## config.mk

```make
export PLATFORM = sky130hd
export DESIGN_NAME = mem_arbiter_flat
export DESIGN_NICKNAME = d
export VERILOG_FILES = /design/src/rtl/mem_arbiter_if.sv /design/src/rtl/mem_arbiter.sv /design/src/flat_wrapper.sv
export SDC_FILE = /design/constraint.sdc
export NUM_CORES = 1
export LEC_CHECK = 0
export CAP_MARGIN = 20
export CORE_AREA = 5 5 284 286
export DETAILED_ROUTE_END_ITERATION = 6
export DIE_AREA = 0 0 289 291
export GPL_TIMING_DRIVEN = 0
export PLACE_DENSITY = 0.47
export SLEW_MARGIN = 20
export SYNTH_ARGS = -nofsm -noshare
export SYNTH_HDL_FRONTEND = slang
export SYNTH_SLANG_ARGS = --single-unit
export TNS_END_PERCENT = 100
```

## constraint.sdc

```tcl
create_clock -name clk -period 3.8 [get_ports clk]
set_input_delay 0.57 -clock clk [delete_from_list [all_inputs] [get_ports clk]]
set_output_delay 0.57 -clock clk [all_outputs]
set_load 0.02 [all_outputs]
```

## src/rtl/mem_arbiter_if.sv

```systemverilog
// Bundle of requester-side and memory-side signals around mem_arbiter.
// The slave modport is the arbiter's view; master is the surrounding caches and memory.
interface mem_arbiter_if #(
    parameter int ADDR_W = 30,
    parameter int DATA_W = 128
);
    logic              i_req;
    logic [ADDR_W-1:0] i_addr;
    logic [DATA_W-1:0] i_rdata;
    logic              i_ready;

    logic              d_ren;
    logic              d_wen;
    logic [ADDR_W-1:0] d_addr;
    logic [DATA_W-1:0] d_wdata;
    logic [DATA_W-1:0] d_rdata;
    logic              d_ready;

    logic              mem_read;
    logic              mem_write;
    logic [ADDR_W-1:0] mem_addr;
    logic [DATA_W-1:0] mem_wdata;
    logic [DATA_W-1:0] mem_rdata;
    logic              mem_ready;

    modport slave (
        input  i_req, i_addr, d_ren, d_wen, d_addr, d_wdata, mem_rdata, mem_ready,
        output i_rdata, i_ready, d_rdata, d_ready, mem_read, mem_write, mem_addr, mem_wdata
    );

    modport master (
        output i_req, i_addr, d_ren, d_wen, d_addr, d_wdata, mem_rdata, mem_ready,
        input  i_rdata, i_ready, d_rdata, d_ready, mem_read, mem_write, mem_addr, mem_wdata
    );
endinterface

```

## src/rtl/mem_arbiter.sv

```systemverilog
// Shares one memory port between the I-side and D-side cache miss logic; all outputs registered.
// Define ROUND_ROBIN_EN for alternating grants on contention; otherwise D has fixed priority.
module mem_arbiter #(
    parameter int ADDR_W = 30,
    parameter int DATA_W = 128
) (
    input logic          clk,
    input logic          rst_n,
    mem_arbiter_if.slave bus
);

    typedef enum logic [1:0] {IDLE, I_BUSY, D_BUSY, RESP} state_t;

    state_t state, next_state;

    logic              d_pend;
    logic              pick_d;
    logic              pick_i;
    logic              grant_d;
    logic              grant_i;
    logic              done;

    logic              mem_read_q;
    logic              mem_write_q;
    logic [ADDR_W-1:0] mem_addr_q;
    logic [DATA_W-1:0] mem_wdata_q;
    logic [DATA_W-1:0] i_rdata_q;
    logic [DATA_W-1:0] d_rdata_q;
    logic              i_ready_q;
    logic              d_ready_q;

    assign d_pend = bus.d_ren | bus.d_wen;

`ifdef ROUND_ROBIN_EN
    // last_grant: 0 = I side, 1 = D side; D wins contention only if I went last
    logic last_grant;
    assign pick_d = d_pend & (~bus.i_req | ~last_grant);

    always_ff @(posedge clk) begin
        if (!rst_n) begin
            last_grant <= 1'b0;
        end else if (grant_d) begin
            last_grant <= 1'b1;
        end else if (grant_i) begin
            last_grant <= 1'b0;
        end
    end
`else
    assign pick_d = d_pend;
`endif

    assign pick_i = bus.i_req & ~pick_d;

    always_ff @(posedge clk) begin
        if (!rst_n) begin
            state <= IDLE;
        end else begin
            state <= next_state;
        end
    end

    // RESP always returns to IDLE so a still-held request is not served twice
    always_comb begin
        next_state = state;
        case (state)
            IDLE: begin
                if (pick_d) begin
                    next_state = D_BUSY;
                end else if (pick_i) begin
                    next_state = I_BUSY;
                end
            end
            I_BUSY, D_BUSY: begin
                if (bus.mem_ready) begin
                    next_state = RESP;
                end
            end
            RESP:    next_state = IDLE;
            default: next_state = IDLE;
        endcase
    end

    always_comb begin
        grant_d = 1'b0;
        grant_i = 1'b0;
        done    = 1'b0;
        if (state == IDLE) begin
            grant_d = pick_d;
            grant_i = pick_i;
        end
        if ((state == I_BUSY) || (state == D_BUSY)) begin
            done = bus.mem_ready;
        end
    end

    // mem_write_q still marks a D write in progress when completion arrives, so d_rdata is kept
    always_ff @(posedge clk) begin
        if (!rst_n) begin
            mem_read_q  <= 1'b0;
            mem_write_q <= 1'b0;
            mem_addr_q  <= '0;
            mem_wdata_q <= '0;
            i_rdata_q   <= '0;
            d_rdata_q   <= '0;
            i_ready_q   <= 1'b0;
            d_ready_q   <= 1'b0;
        end else begin
            i_ready_q <= 1'b0;
            d_ready_q <= 1'b0;
            if (grant_d) begin
                mem_addr_q  <= bus.d_addr;
                mem_wdata_q <= bus.d_wdata;
                mem_write_q <= bus.d_wen;
                mem_read_q  <= bus.d_ren & ~bus.d_wen;
            end
            if (grant_i) begin
                mem_addr_q  <= bus.i_addr;
                mem_read_q  <= 1'b1;
                mem_write_q <= 1'b0;
            end
            if (done) begin
                mem_read_q  <= 1'b0;
                mem_write_q <= 1'b0;
                if (state == I_BUSY) begin
                    i_rdata_q <= bus.mem_rdata;
                    i_ready_q <= 1'b1;
                end else begin
                    if (!mem_write_q) begin
                        d_rdata_q <= bus.mem_rdata;
                    end
                    d_ready_q <= 1'b1;
                end
            end
        end
    end

    assign bus.mem_read  = mem_read_q;
    assign bus.mem_write = mem_write_q;
    assign bus.mem_addr  = mem_addr_q;
    assign bus.mem_wdata = mem_wdata_q;
    assign bus.i_rdata   = i_rdata_q;
    assign bus.d_rdata   = d_rdata_q;
    assign bus.i_ready   = i_ready_q;
    assign bus.d_ready   = d_ready_q;

endmodule

```

## src/flat_wrapper.sv

```systemverilog
// flat-port wrapper written by rule: the top's interface ports become plain ports
module mem_arbiter_flat 
#(
    parameter int ADDR_W = 30,
    parameter int DATA_W = 128
)
  (clk, rst_n, bus_i_req, bus_i_addr, bus_d_ren, bus_d_wen, bus_d_addr, bus_d_wdata, bus_mem_rdata, bus_mem_ready, bus_i_rdata, bus_i_ready, bus_d_rdata, bus_d_ready, bus_mem_read, bus_mem_write, bus_mem_addr, bus_mem_wdata);
  mem_arbiter_if #(.ADDR_W(ADDR_W), .DATA_W(DATA_W)) bus_i ();
  input logic clk;
  input logic rst_n;
  input wire logic [$bits(bus_i.i_req)-1:0] bus_i_req;
  input wire logic [$bits(bus_i.i_addr)-1:0] bus_i_addr;
  input wire logic [$bits(bus_i.d_ren)-1:0] bus_d_ren;
  input wire logic [$bits(bus_i.d_wen)-1:0] bus_d_wen;
  input wire logic [$bits(bus_i.d_addr)-1:0] bus_d_addr;
  input wire logic [$bits(bus_i.d_wdata)-1:0] bus_d_wdata;
  input wire logic [$bits(bus_i.mem_rdata)-1:0] bus_mem_rdata;
  input wire logic [$bits(bus_i.mem_ready)-1:0] bus_mem_ready;
  output wire logic [$bits(bus_i.i_rdata)-1:0] bus_i_rdata;
  output wire logic [$bits(bus_i.i_ready)-1:0] bus_i_ready;
  output wire logic [$bits(bus_i.d_rdata)-1:0] bus_d_rdata;
  output wire logic [$bits(bus_i.d_ready)-1:0] bus_d_ready;
  output wire logic [$bits(bus_i.mem_read)-1:0] bus_mem_read;
  output wire logic [$bits(bus_i.mem_write)-1:0] bus_mem_write;
  output wire logic [$bits(bus_i.mem_addr)-1:0] bus_mem_addr;
  output wire logic [$bits(bus_i.mem_wdata)-1:0] bus_mem_wdata;
  assign bus_i.i_req = bus_i_req;
  assign bus_i.i_addr = bus_i_addr;
  assign bus_i.d_ren = bus_d_ren;
  assign bus_i.d_wen = bus_d_wen;
  assign bus_i.d_addr = bus_d_addr;
  assign bus_i.d_wdata = bus_d_wdata;
  assign bus_i.mem_rdata = bus_mem_rdata;
  assign bus_i.mem_ready = bus_mem_ready;
  assign bus_i_rdata = bus_i.i_rdata;
  assign bus_i_ready = bus_i.i_ready;
  assign bus_d_rdata = bus_i.d_rdata;
  assign bus_d_ready = bus_i.d_ready;
  assign bus_mem_read = bus_i.mem_read;
  assign bus_mem_write = bus_i.mem_write;
  assign bus_mem_addr = bus_i.mem_addr;
  assign bus_mem_wdata = bus_i.mem_wdata;
  mem_arbiter #(.ADDR_W(ADDR_W), .DATA_W(DATA_W)) u_core (.clk(clk), .rst_n(rst_n), .bus(bus_i));
endmodule
```

==> metrics.yaml, run 1 <==
critPathMaxFanout: 10
post-cts-setup-buffers: 0
drt-initial-drc-count: 736
postLayoutSetupSlackWorst_ns: 1.51
worst_ir_drop_vdd_uv: 370
timing_worst_slew_pin_value_ns: 0.931
crit-reg2reg-launch: "u_core.state[0]"
io_buffer_count: 738
final.setup.tns_ns: 0
grt_first_pass_wirelength_um: 111000
rsz0062_at_grt: "no"
seq_area_frac_synth: 0.535
cts_htree_levels: 2
gr-total-overflow: 0
crit-reg2reg-capture: "u_core.bus.i_rdata[88]"
post_synth.cell_area_avg_um2: 8.65
timing.slew.headroom: 0.379
register_area_um2: 8410
vias_in_the_first_global_route: 16005
hold-path-endpoint: "u_core.bus.mem_wdata[107]"
synth_seq_cells: 420
power_leakage_uw: 0.00940
finalMaxSlewViolations: 0
hold_viol: 0
fp-row-count: 103
drt_drc_violations_left: 0
status: "completed"
die_outline_area_um2: 84100
setup-violations-final: 0
route.detailed.wl_per_inst_um: 20.8
fmaxAchievable_mhz: 437
finish.instance_area_um2: 26200
cts_buffer_depth: 3
critPathArrivalTime_ns: 2.81
number_of_instances_resized_during_post_cts_repair: 0
clock-root-buffer: "clkbuf_16"
end_kind: "register"
yosys.cell_types.count: 30
gpl.final_weighted_congestion: 0.881
areaGrowthSynthToFinish_pct: 66.6
ctsHoldBuffers: 0
tritoncts: "yes"
setup.worst_path.start_class: "register"
synth_top_cell_area_share: 0.535
floorplan.core_area_um2: 78100
total_global_route_track_usage: 0.174
cts_buffers: 52
netlist_top_cells_area: "dfxtp_1, nand2_1, a21boi_0"
number_of_antenna_violations_at_the_first_check_in_global_routing: 11
max-cap-violations: 0
mostFrequentLayoutCell: "clkdlybuf4s50_1"
path_cells: "inv_1, ha_1, nand3_1, buf_2, clkbuf_1, nand2_1, a21boi_0"
r2r_slack_ns: 1.51
worst_clock_skew_ns: 0.0429
powerDensity_nw_per_um2: 645
cp.required_ns: 4.32
floorplan.io_pins: 740
placedInstanceArea_um2: 24400
synth_nets: 2142
die_height_um: 291
hpwl_um: 62500
via_density_per_instance: 4.24
min_period_ns: 2.29
ant_nets: 0
initial_utilization: 0.201
dpl_worst_slack_ns: 1.07
longest_individual_stage_delay_on_the_worst_path_ns: 0.52
synth.yosys.warnings: 0
critical_path.slowest_cell: "clkbuf_1"
worst-setup-path-type: "reg2reg"
die_w_um: 289
total_routed_length_um: 77300
clkSinkCount: 420
largest_net_degree_at_the_start_of_global_routing: 14
insertion_delay_ns: 0.60
layout.nets: 2934
final_core_utilization: 0.335
layout_worst_path_cycle_share: 0.602
most_frequent_cells_in_the_layout: "clkdlybuf4s50_1, nand2_1, dfxtp_1, a21boi_0"
depth_of_the_most_critical_reg_to_reg_path: 7
layout-drive-gt1-share: 0.0774
post_synth_instance_area_um2: 15700
final.fill_count: 8099
via_count: 15705
postSynthCellCount: 1818
timing.hold.worst.class: "reg2reg"
worst_setup_hold_path_clk_slew_ns: 0.06
hold_path_startpoint: "u_core.bus.mem_wdata[107]"
dr.pass1.iters: 5
multi_input_comb_area_um2: 6510
synthDominantAreaCellType: "dfxtp_1"
worst_hold_path.num_cells: 2
logic make-up after synthesis:
logic type                 after synthesis  synth area share
AOI/OAI and AO/OA                      427             0.189
and+or+nand+nor                        809             0.223
adders and majority gates                2           0.00159
buffers and inverters                  160            0.0516
DFF                                    420             0.535
synthesized netlist by cell type, drive strengths merged:
cell and instances:
nand2 642, dfxtp 420, a21boi 258, o21ai 130, nand3 129, buf 85, clkbuf 70, a221o 30
and3 30, inv 5, and2 3, ha 2, nor2 2, o211a 2, a21o 1, a221oi 1
a22oi 1, a32oi 1, and4 1, nand4bb 1, nor3b 1, o21a 1, o221a 1, o31ai 1
per-layer routing:
metal | vias to the layer above | wire (µm) | track usage
li1 | 7650 | - | -
met1 | 7456 | 31000 | 0.206
met2 | 490 | 38400 | 0.307
met3 | 105 | 5640 | 0.0500
met4 | 4 | 2190 | 0.0488
met5 | - | 14 | 0
power by group:
group / internal, µW / switching, µW / leakage, µW
clock: 3090 / 2020 / 0.000865
sequential: 5240 / 492 / 0.00342
combinational: 2490 / 3570 / 0.00511
total: 10800 / 6080 / 0.00940
through the flow:
stage	std cells	hold slack, ns	total power [µW]
final	3708	0.450	16900
after detailed placement	3606	0.445	12000
after global placement	3606	0.441	11900
after CTS	3700	0.453	17200
after global routing	3705	0.469	17800
after floorplan	1818	0.499	8730
flip-flops by register name, summed over array words and instances (netlist names):
register	cells
u_core.bus.d_rdata	128
u_core.bus.i_rdata	128
u_core.bus.mem_wdata	128
u_core.bus.mem_addr	30
u_core.state	2
u_core.bus.d_ready	1
u_core.bus.i_ready	1
u_core.bus.mem_read	1
u_core.bus.mem_write	1
critical path: cells and delay by family, from the launching register on:
family / cells / cell delay [ns]
AOI/OAI and AO/OA: 1 / 0.20
adders and majority gates: 1 / 0.40
buffers and inverters: 3 / 1.07
DFF: 1 / 0.35
and+or+nand+nor: 2 / 0.21
area by class of cell:
class | instances | area share
clock inverter | 17 | 0.00903
timing repair buffer | 738 | 0.282
inverter | 5 | 0.000716
buffer | 155 | 0.0302
sequential | 420 | 0.321
multi-input combinational | 1238 | 0.248
antenna | 8 | 0.000764
tap | 1050 | 0.0501
clock buffer | 77 | 0.0578
how the worst max path moves through the flow:
stage,start,to,slack [ns],depth (start not counted)
6_report,u_core.state[0],u_core.bus.i_rdata[88],1.51,7
5_1_grt,u_core.state[0],u_core.bus.i_rdata[94],1.27,7
4_1_cts,u_core.state[0],u_core.bus.i_rdata[88],1.45,7
3_5_place_dp,bus_d_wen,u_core.bus.mem_addr[23],1.07,5
3_3_place_gp,bus_d_wen,u_core.bus.mem_addr[27],0.72,5
2_1_floorplan,u_core.state[0],u_core.bus.d_rdata[52],2.14,9
No activity file was read; power rests on OpenSTA's default activity.
==> inputs of run 2 (changes only) <==
--- a/config.mk
+++ b/config.mk
@@ -10,7 +10,7 @@
 export DETAILED_ROUTE_END_ITERATION = 6
 export DIE_AREA = 0 0 289 291
 export GPL_TIMING_DRIVEN = 0
-export PLACE_DENSITY = 0.47
+export PLACE_DENSITY = 0.49
 export SLEW_MARGIN = 20
 export SYNTH_ARGS = -nofsm -noshare
 export SYNTH_HDL_FRONTEND = slang
==> constraint.sdc (replaced) <==
create_clock -name clk -period 2.1 [get_ports clk]
set_input_delay 0.315 -clock clk [delete_from_list [all_inputs] [get_ports clk]]
set_output_delay 0.315 -clock clk [all_outputs]
set_load 0.02 [all_outputs]
==> run 2 against run 1 <==
Effect of this change:
- clock-buffer cell count grew 1
- largest power group unchanged
- via count grew 0.62%
- non-clock buffer count shrank 1
- highest routed layer unchanged
- clock skew shrank 0.018 ns
- critical path type is now reg2out
- worst setup slack lost 1.4 ns
- sequential share of layout area shrank 0.054 points
- cell area grew 0.17%
==> metrics.yaml, run 2 (synthesis gave the netlist of run 1 again) <==
worst-setup-path-type: "reg2out"
cp.buffers_inverters: 1  # -2
final_core_utilization: 0.336  # +0.000561
end_kind: "primary output"
worst_hold_path.num_cells: 3  # +1
timing.slew.headroom: 0.276  # -0.103
die_w_um: 289  # unchanged
drt_drc_violations_left: 0  # unchanged
fin_worst_hold_slack_ns: 0.277  # -0.174 ns
finalMaxSlewViolations: 0  # unchanged
initial_utilization: 0.201  # unchanged
die_outline_area_um2: 84100  # unchanged
largest_net_degree_at_the_start_of_global_routing: 14  # unchanged
worst_clock_skew_ns: 0.0253  # -0.0176 ns
dr.pass1.iters: 5  # unchanged
min_period_ns: 2.03
layout-drive-gt1-share: 0.0841  # +0.00676
routing_usage_on_met2: 0.302  # -0.00490
cp.required_ns: 1.78  # -2.54 ns
via_count: 15803  # +0.62%
total_routed_length_um: 77900  # +0.85%
total_global_route_track_usage: 0.177  # +0.00232
fp-row-count: 103  # unchanged
final.setup.tns_ns: 0  # unchanged
hold_viol: 0  # unchanged
gpl.final_weighted_congestion: 0.879  # -0.24%
grt_use_met1: 0.205  # -0.000785
rsz0062_at_grt: "no"
count_of_cell_instances_traversed_by_the_critical_path: 1  # -6
finish.instance_area_um2: 26200  # +0.17%
powerDensity_nw_per_um2: 1160  # +80%
timing_worst_slew_pin_value_ns: 1.09  # +0.154 ns
longest_individual_stage_delay_on_the_worst_path_ns: 0.71  # +0.19 ns
layout_worst_path_cycle_share: 0.967
power_leakage_uw: 0.00943  # +0.30%
cts_buffers: 52  # unchanged
worst_setup_hold_path_clk_slew_ns: 0.06  # about the same
cts_buffer_depth: 3  # unchanged
io_buffer_count: 738  # unchanged
layout.nets: 2933  # -0.034%
critical_path.slowest_cell: "clkdlybuf4s50_1"
ctsHoldBuffers: 0  # unchanged
die_height_um: 291  # unchanged
grt_use_met3: 0.0528  # +0.00274
floorplan.io_pins: 740  # unchanged
route.detailed.wl_per_inst_um: 21.0  # +0.58%
critPathMaxFanout: 2  # -8
critPathArrivalTime_ns: 1.72  # -1.09 ns
grt_first_pass_wirelength_um: 112000  # +0.88%
hpwl_um: 62500  # about the same
clock-root-buffer: "clkbuf_16"
insertion_delay_ns: 0.59  # about the same
drt-initial-drc-count: 712  # -3.3%
vias_in_the_first_global_route: 16245  # +1.5%
crit_family: "buffers and inverters"
placedInstanceArea_um2: 24400  # unchanged
gr-total-overflow: 0  # unchanged
floorplan.core_area_um2: 78100  # unchanged
status: "completed"
setup-violations-final: 0  # unchanged
most_frequent_cells_in_the_layout: "clkdlybuf4s50_1, nand2_1, dfxtp_1, a21boi_0"
top_usage_layer: "met2"
timing.hold.worst.class: "in2reg"
worst_ir_drop_vdd_uv: 657  # +77%
clkSinkCount: 420  # unchanged
mostFrequentLayoutCell: "clkdlybuf4s50_1"
max-cap-violations: 0  # unchanged
via_density_per_instance: 4.25  # +0.35%
ant_nets: 0  # unchanged
depth_of_the_most_critical_reg_to_reg_path: 9  # +2
finalPower_uw: 30500  # +80%
number_of_antenna_violations_at_the_first_check_in_global_routing: 23  # +12
areaGrowthSynthToFinish_pct: 66.9
tritoncts: "yes"
fmaxAchievable_mhz: 492
path_cells: "clkdlybuf4s50_1"
setup.worst_path.start_class: "register"
cts_htree_levels: 2  # unchanged
-- run 2: changes by cell type in the layout (fill, tap and decap cells not counted), sizes merged --
cell,before,now
bufinv,5,2
clkbuf,147,151
diode,8,17
clkinvlp,0,2
buf,85,81
inv,8,6
clkinv,9,13
-- run 2: tightest hold or removal path, cell delays in order --
cell and delay [ns]:
clkdlybuf4s50_1 0.40, nand2_1 0.06, a21boi_1 0.05
-- run 2: cell type report --
| cell class | instances | area, µm² |
|---|---|---|
| fillers | 8169 | 51900 |
| flip-flops and latches | 420 | 8410 |
| multi-input cells | 1238 | 6520 |
| repair buffers | 738 | 7390 |
| clock buffers | 78 | 1560 |
| plain buffers | 154 | 830 |
| clock inverters | 18 | 160 |
| diodes | 17 | 42.5 |
| inverters | 5 | 18.8 |
| well taps | 1050 | 1310 |
-- run 2: timing repair --
| item | 4_1_cts | 5_1_grt |
|---|---|---|
| setup buffers | 0 | 0 |
| endpoints found under the hold margin | 0 | 0 |
| endpoints found under the setup margin | 125 | 165 |
| gates resized for setup | 11 | 17 |
-- run 2: power by group --
group / internal, µW / switching (µW)
clock network: 5370 / 3660
logic: 4570 / 6490
registers: 9480 / 883
total: 19400 / 11000
-- run 2: worst paths after layout --
kind / startpoint / endpoint / slack [ns]
min reg2reg: u_core.bus.mem_wdata[125] / u_core.bus.mem_wdata[125] / 0.45
min: bus_d_wdata[107] / u_core.bus.mem_wdata[107] / 0.28
max reg2reg: u_core.state[0] / u_core.bus.d_rdata[82] / 0.17
max: u_core.bus.mem_wdata[65] / bus_mem_wdata[65] / 0.07
-- run 2: routing by layer --
layer / up-vias / share of wire
met5: - / 0.00017
met4: 2 / 0.038
met3: 139 / 0.071
met2: 516 / 0.49
met1: 7478 / 0.40
li1: 7668 / -
-- run 2: stage by stage --
stage,cells,worst slack [ns]
final,3718,0.0686
after CTS,3702,0.00579
after global placement,3606,-0.820
after global routing,3716,0.00637
after floorplan,1818,0.443
after detailed placement,3606,-0.458
==> inputs of run 3 (changes only) <==
--- a/config.mk
+++ b/config.mk
@@ -11,6 +11,7 @@
 export DIE_AREA = 0 0 289 291
 export GPL_TIMING_DRIVEN = 0
 export PLACE_DENSITY = 0.49
+export RECOVER_POWER = 50
 export SLEW_MARGIN = 20
 export SYNTH_ARGS = -nofsm -noshare
 export SYNTH_HDL_FRONTEND = slang
==> run 3 against run 2 <==
Effect of this change:
- fmax fell by 0.18%
- sequential share of layout area barely moved
- cell area barely moved
- non-clock buffer count did not move
- first-iteration DRC count rose by 0.70%
- flip-flop and latch count did not move
- die area did not move
- combinational power barely moved
- critical path depth did not move
- worst hold slack got worse by 0.0029 ns
- critical path type unchanged
- largest power group unchanged
- highest routed layer unchanged
==> metrics.yaml, run 3 (synthesis gave the netlist of run 1 again) <==
setup.worst_path.start: "u_core.bus.mem_wdata[65]"
fin_worst_hold_slack_ns: 0.274  # -0.00293 ns
most_frequent_cells_in_the_layout: "nand2_1, clkdlybuf4s50_1, dfxtp_1, a21boi_0, dlygate4sd3_1"
via_count: 15807  # +0.025%
largest_net_degree_at_the_start_of_global_routing: 14  # unchanged
initial_utilization: 0.201  # unchanged
timing.hold.worst.class: "in2reg"
final.setup.tns_ns: 0  # unchanged
die_outline_area_um2: 84100  # unchanged
critPathArrivalTime_ns: 1.72  # about the same
longest_individual_stage_delay_on_the_worst_path_ns: 0.71  # about the same
layout-drive-gt1-share: 0.0841  # unchanged
total_global_route_track_usage: 0.177  # unchanged
ant_nets: 0  # unchanged
critical_path.slowest_cell: "clkdlybuf4s50_1"
end_kind: "primary output"
io_buffer_count: 738  # unchanged
power_leakage_uw: 0.0100  # +6.6%
hpwl_um: 62500  # unchanged
setup.worst_path.start_class: "register"
die_height_um: 291  # unchanged
setup-violations-final: 0  # unchanged
via_density_per_instance: 4.25  # about the same
floorplan.io_pins: 740  # unchanged
clkSinkCount: 420  # unchanged
r2r_slack_ns: 0.16  # about the same
ctsHoldBuffers: 0  # unchanged
fmaxAchievable_mhz: 491  # -0.18%
gr-total-overflow: 0  # unchanged
crit-reg2reg-capture: "u_core.bus.d_rdata[82]"
rsz0062_at_grt: "no"
hold_viol: 0  # unchanged
grt_first_pass_wirelength_um: 112000  # unchanged
vias_in_the_first_global_route: 16245  # unchanged
depth_of_the_most_critical_reg_to_reg_path: 9  # unchanged
areaGrowthSynthToFinish_pct: 66.9  # about the same
max-cap-violations: 0  # unchanged
cts_buffers: 52  # unchanged
cp.required_ns: 1.78  # about the same
route.detailed.wl_per_inst_um: 20.9  # -0.13%
path_cells: "clkdlybuf4s50_1"
number_of_antenna_violations_at_the_first_check_in_global_routing: 23  # unchanged
layout.nets: 2933  # unchanged
worst_ir_drop_vdd_uv: 663  # +0.93%
status: "completed"
cp.buffers_inverters: 1  # unchanged
crit_family: "buffers and inverters"
timing_worst_slew_pin_value_ns: 1.08  # -0.00967 ns
total_routed_length_um: 77800  # -0.13%
worst_setup_hold_path_clk_slew_ns: 0.06  # about the same
crit_path_end: "bus_mem_wdata[65]"
die_w_um: 289  # unchanged
finalPower_uw: 30200  # -1.0%
finalMaxSlewViolations: 0  # unchanged
count_of_cell_instances_traversed_by_the_critical_path: 1  # unchanged
mostFrequentLayoutCell: "nand2_1"
clock-root-buffer: "clkbuf_16"
floorplan.core_area_um2: 78100  # unchanged
insertion_delay_ns: 0.59  # about the same
worst_clock_skew_ns: 0.0283  # +0.00306 ns
critPathMaxFanout: 2  # unchanged
gpl.final_weighted_congestion: 0.879  # unchanged
drt_drc_violations_left: 0  # unchanged
min_period_ns: 2.04  # +0.00361 ns
powerDensity_nw_per_um2: 1150  # -0.97%
crit-reg2reg-launch: "u_core.state[0]"
layout_worst_path_cycle_share: 0.969  # +0.00172
cts_htree_levels: 2  # unchanged
fp-row-count: 103  # unchanged
timing.slew.headroom: 0.283  # +0.00644
dr.pass1.iters: 5  # unchanged
tritoncts: "yes"
drt-initial-drc-count: 717  # +0.70%
cts_buffer_depth: 3  # unchanged
worst-setup-path-type: "reg2out"
run 3: where the power goes:
group | leakage (µW) | internal [µW] | switching (µW) | total, µW
Sequential | 0.00342 | 9480 | 853 | 10300
Combinational | 0.00577 | 4300 | 6480 | 10800
Clock | 0.000853 | 5370 | 3670 | 9030
Total | 0.0100 | 19100 | 11000 | 30200
run 3: through the flow:
stage / setup WS, ns / instance area, µm² / std cells / util
floorplan: 0.443 / 15700 / 1818 / -
global placement: -0.820 / 24400 / 3606 / 0.313
detailed placement: -0.458 / 24400 / 3606 / 0.313
CTS: 0.00579 / 26200 / 3702 / 0.335
global route: 0.00417 / 26200 / 3716 / 0.336
finish: 0.0650 / 26200 / 3718 / 0.336
run 3: layout make-up:
| class | count | area, µm² |
|---|---|---|
| buffer | 154 | 821 |
| antenna | 17 | 42.5 |
| sequential | 420 | 8410 |
| tap | 1050 | 1310 |
| clock buffer | 78 | 1560 |
| timing repair buffer | 738 | 7390 |
| fill | 8169 | 51900 |
| multi-input combinational | 1238 | 6520 |
| inverter | 5 | 18.8 |
| clock inverter | 18 | 160 |
run 3: how the worst min path moves through the flow:
stage	startpoint	to	slack (ns)	cells past startpoint
floorplan	bus_d_wen	u_core.bus.mem_read	0.42	1
global placement	u_core.bus.d_rdata[50]	u_core.bus.d_rdata[50]	0.44	2
detailed placement	u_core.bus.mem_wdata[125]	u_core.bus.mem_wdata[125]	0.45	2
CTS	bus_d_wdata[125]	u_core.bus.mem_wdata[125]	0.23	3
global route	bus_d_wdata[8]	u_core.bus.mem_wdata[8]	0.25	3
finish	bus_d_wdata[107]	u_core.bus.mem_wdata[107]	0.27	3
run 3: per-layer routing:
metal | part of all wire | wire, µm | up-vias | global-route usage
met2 | 0.49 | 38100 | 545 | 0.302
li1 | - | - | 7673 | -
met5 | 0.00017 | 13 | - | 0
met1 | 0.40 | 31100 | 7445 | 0.205
met4 | 0.039 | 3010 | 2 | 0.0732
met3 | 0.072 | 5580 | 142 | 0.0528
run 3: repair_timing:
action,in CTS,in global routing
setup buffers,0,0
setup endpoints to repair,125,165
resized for setup,11,17
hold endpoints to repair,0,0
